$ cat config.mk
export PLATFORM = sky130hd
export DESIGN_NAME = multi_debounce_flat
export DESIGN_NICKNAME = d
export VERILOG_FILES = /design/src/rtl/multi_debounce_pkg.sv /design/src/rtl/multi_debounce_if.sv /design/src/rtl/multi_debounce_heartbeat.sv /design/src/rtl/multi_debounce.sv /design/src/flat_wrapper.sv
export SDC_FILE = /design/constraint.sdc
export NUM_CORES = 1
export LEC_CHECK = 0
export BUFFER_PORTS_ARGS = -buffer_cell sky130_fd_sc_hd__buf_2
export CAP_MARGIN = 10
export CELL_PAD_IN_SITES_DETAIL_PLACEMENT = 1
export CELL_PAD_IN_SITES_GLOBAL_PLACEMENT = 1
export CORE_MARGIN = 4
export CORE_UTILIZATION = 48
export DETAILED_ROUTE_END_ITERATION = 8
export PLACE_DENSITY_LB_ADDON = 0.25
export SLEW_MARGIN = 20
export SYNTH_ARGS = -nofsm -noshare
export SYNTH_HDL_FRONTEND = slang
export SYNTH_SLANG_ARGS = --single-unit
$ cat constraint.sdc
create_clock -name sysclk -period 2.7 [get_ports sysclk]
set_clock_uncertainty 0.15 [all_clocks]
set_input_delay 0.405 -clock sysclk [delete_from_list [all_inputs] [get_ports sysclk]]
set_output_delay 0.405 -clock sysclk [all_outputs]
set_load 0.01 [all_outputs]
$ cat src/rtl/multi_debounce_pkg.sv
// Shared types and helpers for the multi-channel key debouncer.
package multi_debounce_pkg;

    // Per-channel registered output state.
    typedef struct packed {
        logic level;
        logic press;
        logic rel;
    } key_evt_t;

    // Repeat counter width; a 1-bit floor keeps a disabled repeat from producing a zero-width vector.
    function automatic int unsigned cnt_width(input int unsigned rep_dly);
        return (rep_dly == 0) ? 1 : $clog2(rep_dly + 1);
    endfunction

endpackage

$ cat src/rtl/multi_debounce_if.sv
// Key bundle between the board pins (master) and the debouncer (slave).
interface multi_debounce_if #(
    parameter int unsigned N_CH = 2
) ();
    logic [N_CH-1:0] X;
    logic [N_CH-1:0] X_level;
    logic [N_CH-1:0] X_press;
    logic [N_CH-1:0] X_rel;

    modport master (
        output X,
        input  X_level,
        input  X_press,
        input  X_rel
    );

    modport slave (
        input  X,
        output X_level,
        output X_press,
        output X_rel
    );
endinterface

$ cat src/rtl/multi_debounce_heartbeat.sv
// Free-running divider: one registered tick every 2^HB_WIDTH clocks, counter restarts at reset.
module multi_debounce_heartbeat #(
    parameter int unsigned HB_WIDTH = 21
) (
    input  logic i_clk,
    input  logic i_rst,
    output logic o_tick
);
    logic [HB_WIDTH-1:0] r_cnt;

    always_ff @(posedge i_clk) begin
        if (i_rst) begin
            r_cnt  <= '0;
            o_tick <= 1'b0;
        end else begin
            r_cnt  <= r_cnt + HB_WIDTH'(1);
            o_tick <= (r_cnt == '1);
        end
    end
endmodule

$ cat src/rtl/multi_debounce.sv
// N-channel key debouncer: synchronise, sample on a shared tick, filter with hysteresis,
// and emit a clean level plus press/release pulses with optional auto-repeat.
module multi_debounce
    import multi_debounce_pkg::*;
#(
    parameter int unsigned N_CH      = 2,
    parameter int unsigned HB_WIDTH  = 21,
    parameter int unsigned DEPTH     = 3,
    parameter int unsigned EXCLUSIVE = 1,
    parameter int unsigned REP_DLY   = 0,
    parameter int unsigned REP_RATE  = 4
) (
    input  logic             sysclk,
    input  logic             reset,
    multi_debounce_if.slave  io_keys
);
    localparam logic [DEPTH-1:0] SR_ONES = '1;

    if (DEPTH < 2) begin : g_chk_depth
        $error("multi_debounce: DEPTH must be >= 2");
    end
    if (REP_DLY > 0 && REP_RATE < 1) begin : g_chk_rate
        $error("multi_debounce: REP_RATE must be >= 1");
    end
    if (REP_DLY > 0 && REP_RATE > REP_DLY) begin : g_chk_rate_dly
        $error("multi_debounce: REP_RATE must not exceed REP_DLY");
    end

    logic            w_tick;
    logic [N_CH-1:0] r_sync1;
    logic [N_CH-1:0] r_sync2;
    logic [N_CH-1:0] w_level;
    logic [N_CH-1:0] w_press;
    logic [N_CH-1:0] w_rel;

    multi_debounce_heartbeat #(
        .HB_WIDTH (HB_WIDTH)
    ) u_heartbeat (
        .i_clk  (sysclk),
        .i_rst  (reset),
        .o_tick (w_tick)
    );

    // Two-flop synchroniser on the raw pins, running every clock.
    always_ff @(posedge sysclk) begin
        if (reset) begin
            r_sync1 <= '0;
            r_sync2 <= '0;
        end else begin
            r_sync1 <= io_keys.X;
            r_sync2 <= r_sync1;
        end
    end

    for (genvar i = 0; i < N_CH; i++) begin : g_ch
        logic [N_CH-1:0]  w_others;
        logic             w_sample;
        logic             w_level_nxt;
        logic             w_rep_hit;
        logic [DEPTH-1:0] r_sr;
        key_evt_t         r_evt;

        // Exclusive keypads treat any chord as "nothing pressed".
        assign w_others = r_sync2 & ~(N_CH'(1) << i);
        assign w_sample = r_sync2[i] & ((EXCLUSIVE == 0) | ~|w_others);

        always_comb begin
            w_level_nxt = r_evt.level;
            if (r_sr == SR_ONES) begin
                w_level_nxt = 1'b1;
            end else if (r_sr == '0) begin
                w_level_nxt = 1'b0;
            end
        end

        always_ff @(posedge sysclk) begin
            if (reset) begin
                r_sr  <= '0;
                r_evt <= '0;
            end else begin
                if (w_tick) begin
                    r_sr <= {r_sr[DEPTH-2:0], w_sample};
                end
                r_evt.level <= w_level_nxt;
                r_evt.press <= (w_level_nxt & ~r_evt.level) | w_rep_hit;
                r_evt.rel   <= ~w_level_nxt & r_evt.level;
            end
        end

        if (REP_DLY > 0) begin : g_rep
            localparam int unsigned CW = cnt_width(REP_DLY);
            logic [CW-1:0] r_cnt;
            logic          r_hit;

            // Held-key tick counter; hit is raised on the tick edge and becomes a press one clock later.
            always_ff @(posedge sysclk) begin
                if (reset) begin
                    r_cnt <= '0;
                    r_hit <= 1'b0;
                end else begin
                    r_hit <= 1'b0;
                    if (!r_evt.level) begin
                        r_cnt <= '0;
                    end else if (w_tick) begin
                        if (r_cnt == CW'(REP_DLY - 1)) begin
                            r_cnt <= CW'(REP_DLY - REP_RATE);
                            r_hit <= 1'b1;
                        end else begin
                            r_cnt <= r_cnt + CW'(1);
                        end
                    end
                end
            end

            assign w_rep_hit = r_hit;
        end else begin : g_no_rep
            assign w_rep_hit = 1'b0;
        end

        assign w_level[i] = r_evt.level;
        assign w_press[i] = r_evt.press;
        assign w_rel[i]   = r_evt.rel;
    end

    assign io_keys.X_level = w_level;
    assign io_keys.X_press = w_press;
    assign io_keys.X_rel   = w_rel;
endmodule
$ cat src/flat_wrapper.sv
// flat-port wrapper written by rule: the top's interface ports become plain ports
module multi_debounce_flat import multi_debounce_pkg::*;
#(
    parameter int unsigned N_CH      = 2,
    parameter int unsigned HB_WIDTH  = 21,
    parameter int unsigned DEPTH     = 3,
    parameter int unsigned EXCLUSIVE = 1,
    parameter int unsigned REP_DLY   = 0,
    parameter int unsigned REP_RATE  = 4
)
  (sysclk, reset, io_keys_X, io_keys_X_level, io_keys_X_press, io_keys_X_rel);
  multi_debounce_if #(.N_CH(N_CH)) io_keys_i ();
  input  logic sysclk;
  input  logic reset;
  input wire logic [$bits(io_keys_i.X)-1:0] io_keys_X;
  output wire logic [$bits(io_keys_i.X_level)-1:0] io_keys_X_level;
  output wire logic [$bits(io_keys_i.X_press)-1:0] io_keys_X_press;
  output wire logic [$bits(io_keys_i.X_rel)-1:0] io_keys_X_rel;
  assign io_keys_i.X = io_keys_X;
  assign io_keys_X_level = io_keys_i.X_level;
  assign io_keys_X_press = io_keys_i.X_press;
  assign io_keys_X_rel = io_keys_i.X_rel;
  multi_debounce #(.N_CH(N_CH), .HB_WIDTH(HB_WIDTH), .DEPTH(DEPTH), .EXCLUSIVE(EXCLUSIVE), .REP_DLY(REP_DLY), .REP_RATE(REP_RATE)) u_core (.sysclk(sysclk), .reset(reset), .io_keys(io_keys_i));
endmodule
Word-level counts from Yosys, hierarchy flattened
Cells that the tools add are included.
- $add $sub $neg: 1
- equal/unequal tests: 3
- mux-type cells: 4
- bitwise operators: 10
- reductions and logical operators: 4
- operators by type and width (cell ; number):
    $add 21x1->21 const B ; 1
    $eq 21x21->1 const B ; 1
    $and 1x1->1 ; 6
    $eq 3x3->1 const B ; 2
    $logic_not 3->1 ; 2
    $mux 1 ; 4
    $not 1->1 ; 4
    $logic_not 1->1 ; 2
- flip-flop bits (word level): 38
- input port bits: 4
- output and inout port bits: 6
- word-level logic and storage cells: 34

Logic depth before layout (Yosys ltp)
- depth after elaboration: 5
- mapped depth: 5
- gate-level depth less buffers: 5

Hierarchy
Synthesis repeated with hierarchy kept, for this count alone.
- cells, all modules: 159
- area total of the unflattened synthesis: 1527.7 sq um
- by module, submodules not included (module ; times used ; cells an instance ; area an instance (sq um) ; seq. area each (sq um)):
    multi_debounce_heartbeat ; 1 ; 107 ; 962.2 ; 440.4
    multi_debounce ; 1 ; 52 ; 565.5 ; 320.3

Worst setup path before layout
Ideal clock, no wire load.
- path type: register to register
- start: register u_core.u_heartbeat.r_cnt[0]
- end: register u_core.u_heartbeat.r_cnt[20]
- setup time: 0.123 ns
- data arrival time: 1.408 ns
- data required time: 2.427 ns
- slack: 1.019 ns
- stages on the path, launching flop included: 6
- buffers on the path: 0
- clock period less this slack: 1.681 ns
- cell sequence: dfxtp_1 ha_1 nand3_1 nor2_2 nand4_1 mux2_1
- word-level cells in the longest chain between the ends: 1
- RTL lines (element ; RTL line ; text):
    start: declaration ; multi_debounce_heartbeat.sv:9 ; logic [HB_WIDTH-1:0] r_cnt;
    start signal: assignment ; multi_debounce_heartbeat.sv:16 ; r_cnt <= r_cnt + HB_WIDTH'(1);
    $add 21x1->21 ; multi_debounce_heartbeat.sv:16 ;
No other way between the ends.
A chain may end at the register's enable or synchronous reset.

Worst setup path in the final report
Same ends and word-level chain as after synthesis.

==> results_tabular.tex <==
\begin{tabular}{lr}
\hline
Metric & Value \\
\hline
\multicolumn{2}{l}{\textbf{Run status}} \\
Run status & finished clean \\
\multicolumn{2}{l}{\textbf{Floorplanning}} \\
Top-level I/O count & 10 \\
Area of the die & 4130 um2 \\
Die W & 64.3 um \\
Floorplan row count & 20 \\
Die outline height & 64.3 um \\
Initial Utilization & 49.8\% \\
Total core area & 3050 um2 \\
\multicolumn{2}{l}{\textbf{Setup path}} \\
Largest stage delay, worst path & 430 ps \\
Kind of cell with the highest combined delay on the critical path & simple AND/OR/NAND/NOR gates \\
Setup Crit Path Kind & flop to flop \\
Critical Path Start Type & flop \\
Highest fanout seen on the critical path & 7 \\
Critical path arrival & 1960 ps \\
Crit. End Element & flop \\
Required time of the worst setup path & 2780 ps \\
Cell-by-cell trace of the critical path & ha\_1 -> nand3\_1 -> nor2\_2 -> nand4\_1 -> mux2\_1 \\
Startpoint of the worst-slack reg-to-reg timing path & u\_core.u\_heartbeat.r\_cnt[0] \\
Worst path slowest cell & sky130\_fd\_sc\_hd\_\_dfxtp\_1 \\
Critical Path Source & u\_core.u\_heartbeat.r\_cnt[0] \\
Buffers and inverters on the worst path & 0 \\
\multicolumn{2}{l}{\textbf{Power}} \\
Peak supply drop & 0.287 mV \\
Overall Power & 0.000867 W \\
Static leakage & 0.615 nW \\
PD cells & 526 nW/um2 \\
\multicolumn{2}{l}{\textbf{Synth}} \\
Async set-or-reset flop fraction in the synthesized netlist & 0\% \\
EDFF count, synth & 0 \\
Mapped Cells & 160 \\
Top post-synthesis cells by count & 38 x sky130\_fd\_sc\_hd\_\_dfxtp\_1, 27 x sky130\_fd\_sc\_hd\_\_nor2\_1, 11 x sky130\_fd\_sc\_hd\_\_xnor2\_1 \\
Syn\_area\_per\_cell & 9.51 um2 \\
Ys Warns & 0 \\
Sequential share of the synthesized area & 50.0\% \\
Yosys top cell by area & sky130\_fd\_sc\_hd\_\_dfxtp\_1 \\
Library cell with the highest instance count after synthesis & sky130\_fd\_sc\_hd\_\_dfxtp\_1 \\
Dominant register cell in the synthesized netlist & sky130\_fd\_sc\_hd\_\_dfxtp\_1 \\
Count of state elements after synthesis & 38 \\
Syn nets & 165 \\
Total standard cell area after synthesis & 1520 um2 \\
Top cell type's share of synthesized area & 50.0\% \\
Cell types occupying the most area after synthesis & sky130\_fd\_sc\_hd\_\_dfxtp\_1 50\%, sky130\_fd\_sc\_hd\_\_nor2\_1 6.7\%, sky130\_fd\_sc\_hd\_\_xnor2\_1 6.3\% \\
Number of unique standard cell types used by synthesis & 31 \\
\multicolumn{2}{l}{\textbf{Placed design}} \\
Estimated wirelength of the detail-placed design & 2080 um \\
Setup slack at placement & 799 ps \\
IO Port Bufs & 9 \\
Placer congestion estimate & 0.712 \\
Placement-stage cell area & 1600 um2 \\
\multicolumn{2}{l}{\textbf{Detailed routing}} \\
WL/cell & 13.0 um \\
Detailed-route DRC error count & 0 \\
Vias after detailed routing & 1095 \\
Remaining antenna violation count & 0 \\
Final Routed Wirelength & 2800 um \\
Per-cell via count in the routed design & 5.07 \\
Initial drt markers & 37 \\
DRT Pass-1 Iters & 4 \\
\multicolumn{2}{l}{\textbf{Cells and area}} \\
Post-layout nets & 177 \\
Number of antenna cells inserted & 0 \\
Layout Area Growth over Synthesis & 8.31\% \\
Total non-filler cell area in the finished layout & 1650 um2 \\
Fraction of final layout cells sized beyond drive strength 1 & 14.0\% \\
\multicolumn{2}{l}{\textbf{Clock tree}} \\
CTS H-tree lvls & 2 \\
Clock input transition at the sequential cells of the worst setup and hold paths & 110 ps \\
Clock tree from TritonCTS & built \\
Worst-skew pair later-pin latency & 330 ps \\
Clock buffer count from CTS & 5 \\
Hold\_buf cts & 0 \\
Buffer count from post-CTS setup fixing & 0 \\
Max Root-Sink Buffers & 2 \\
Number of sinks on the clock net & 38 \\
Cell at the root of the clock tree & sky130\_fd\_sc\_hd\_\_clkbuf\_4 \\
PostCTS Resize Cnt & 0 \\
\multicolumn{2}{l}{\textbf{Timing}} \\
Final-report hold violation count & 0 \\
Max Freq & 0.532 GHz \\
Pins over their slew limit & 0 \\
Worst max-slew margin expressed relative to the limit & 71.6\% \\
Shortest period the worst path allows & 1880 ps \\
Least-Margin Pin Slew & 426 ps \\
Endpoints failing setup & 0 \\
Unrepaired setup endpoints after global routing & false \\
Portion of the clock cycle consumed by the worst path in the final layout & 69.7\% \\
Final setup margin & 819 ps \\
Accumulated negative setup slack & 0 ps \\
\multicolumn{2}{l}{\textbf{Global routing}} \\
Via count of the first global-routing pass & 1154 \\
Pin count of the biggest net entering global routing & 27 \\
Overflow after GRT & 0 \\
Number of antenna violations at the first check in global routing & 0 \\
GRT Resource Usage Total & 15.8\% \\
Global-route wire length before repair & 5090 um \\
\multicolumn{2}{l}{\textbf{Min path}} \\
Path category of the worst min-delay check & input port to flop \\
Origin of the worst min-delay path & io\_keys\_X[1] \\
\multicolumn{2}{l}{\textbf{Job}} \\
Max-capacitance violation count & 0 \\
\hline
\end{tabular}
==> power breakdown <==
part / leakage, nW / total (W) / internal [W] / switching, W
Clock: 0.0254 / 0.000271 / 0.0000983 / 0.000172
Combinational: 0.282 / 0.0000227 / 0.00000926 / 0.0000135
Sequential: 0.307 / 0.000573 / 0.000567 / 0.00000640
==> layout by cell type, fill, tap and decap left out, types with 3 or more instances in the layout <==
cell / instances
sky130_fd_sc_hd__dfxtp_1: 38
sky130_fd_sc_hd__nor2_1: 27
sky130_fd_sc_hd__xnor2_1: 11
sky130_fd_sc_hd__a21oi_1: 9
sky130_fd_sc_hd__buf_2: 9
sky130_fd_sc_hd__nand2_1: 8
sky130_fd_sc_hd__nor3_1: 8
sky130_fd_sc_hd__nor2b_1: 7
sky130_fd_sc_hd__nand3_1: 6
sky130_fd_sc_hd__clkbuf_4: 5
sky130_fd_sc_hd__inv_1: 4
sky130_fd_sc_hd__o21ai_0: 4
sky130_fd_sc_hd__mux2i_1: 4
sky130_fd_sc_hd__nand2b_1: 4
sky130_fd_sc_hd__nand4_1: 3
==> final cells by class <==
| class | instances | area [um2] |
|---|---|---|
| fillers | 383 | 1410 |
| multi-input cells | 113 | 719 |
| repair buffers | 10 | 52.6 |
| clock buffers | 7 | 45.0 |
| inverters | 4 | 15.0 |
| flip-flops and latches | 38 | 761 |
| well taps | 44 | 55.1 |
==> path summary, 6_finish.rpt <==
path | cells after the start | to | slack (ps)
setup reg to reg | 5 | u_core.u_heartbeat.r_cnt[20] | 820
hold reg to reg | 1 | u_core.r_sync2[0] | 310
setup / recovery | 5 | u_core.u_heartbeat.r_cnt[20] | 820
hold / removal | 2 | u_core.r_sync1[1] | 120
==> per-stage QoR <==
stage               hold WS [ps]  util [%]  instances
floorplan                    264         -        160
global placement             279      52.5        209
detailed placement           298      52.5        209
CTS                          123      54.0        216
global route                 135      54.0        216
finish                       124      54.0        216
==> layer usage <==
layer | GRT usage (%) | routed length, um
met2 | 28.2 | 1510
met5 | 0 | 0
met1 | 17.1 | 1190
met3 | 4.22 | 62
met4 | 7.92 | 43
==> cell families after synthesis <==
family / share of synthesized area (%)
fa+ha+maj: 0.822
flops: 50.0
xor+xnor: 6.91
buf+inv: 2.71
compound gates: 6.99
simple gates: 28.2
mux: 4.36
==> registers in the layout (all words and copies together) (netlist names) <==
register / cells
u_core.io_keys.X_press: 2
u_core.u_heartbeat.o_tick: 1
u_core.u_heartbeat.r_cnt: 21
u_core.io_keys.X_rel: 2
u_core.io_keys.X_level: 2
u_core.g_ch.r_sr: 6
u_core.r_sync2: 2
u_core.r_sync1: 2
Power figures use the tool's default switching activity.
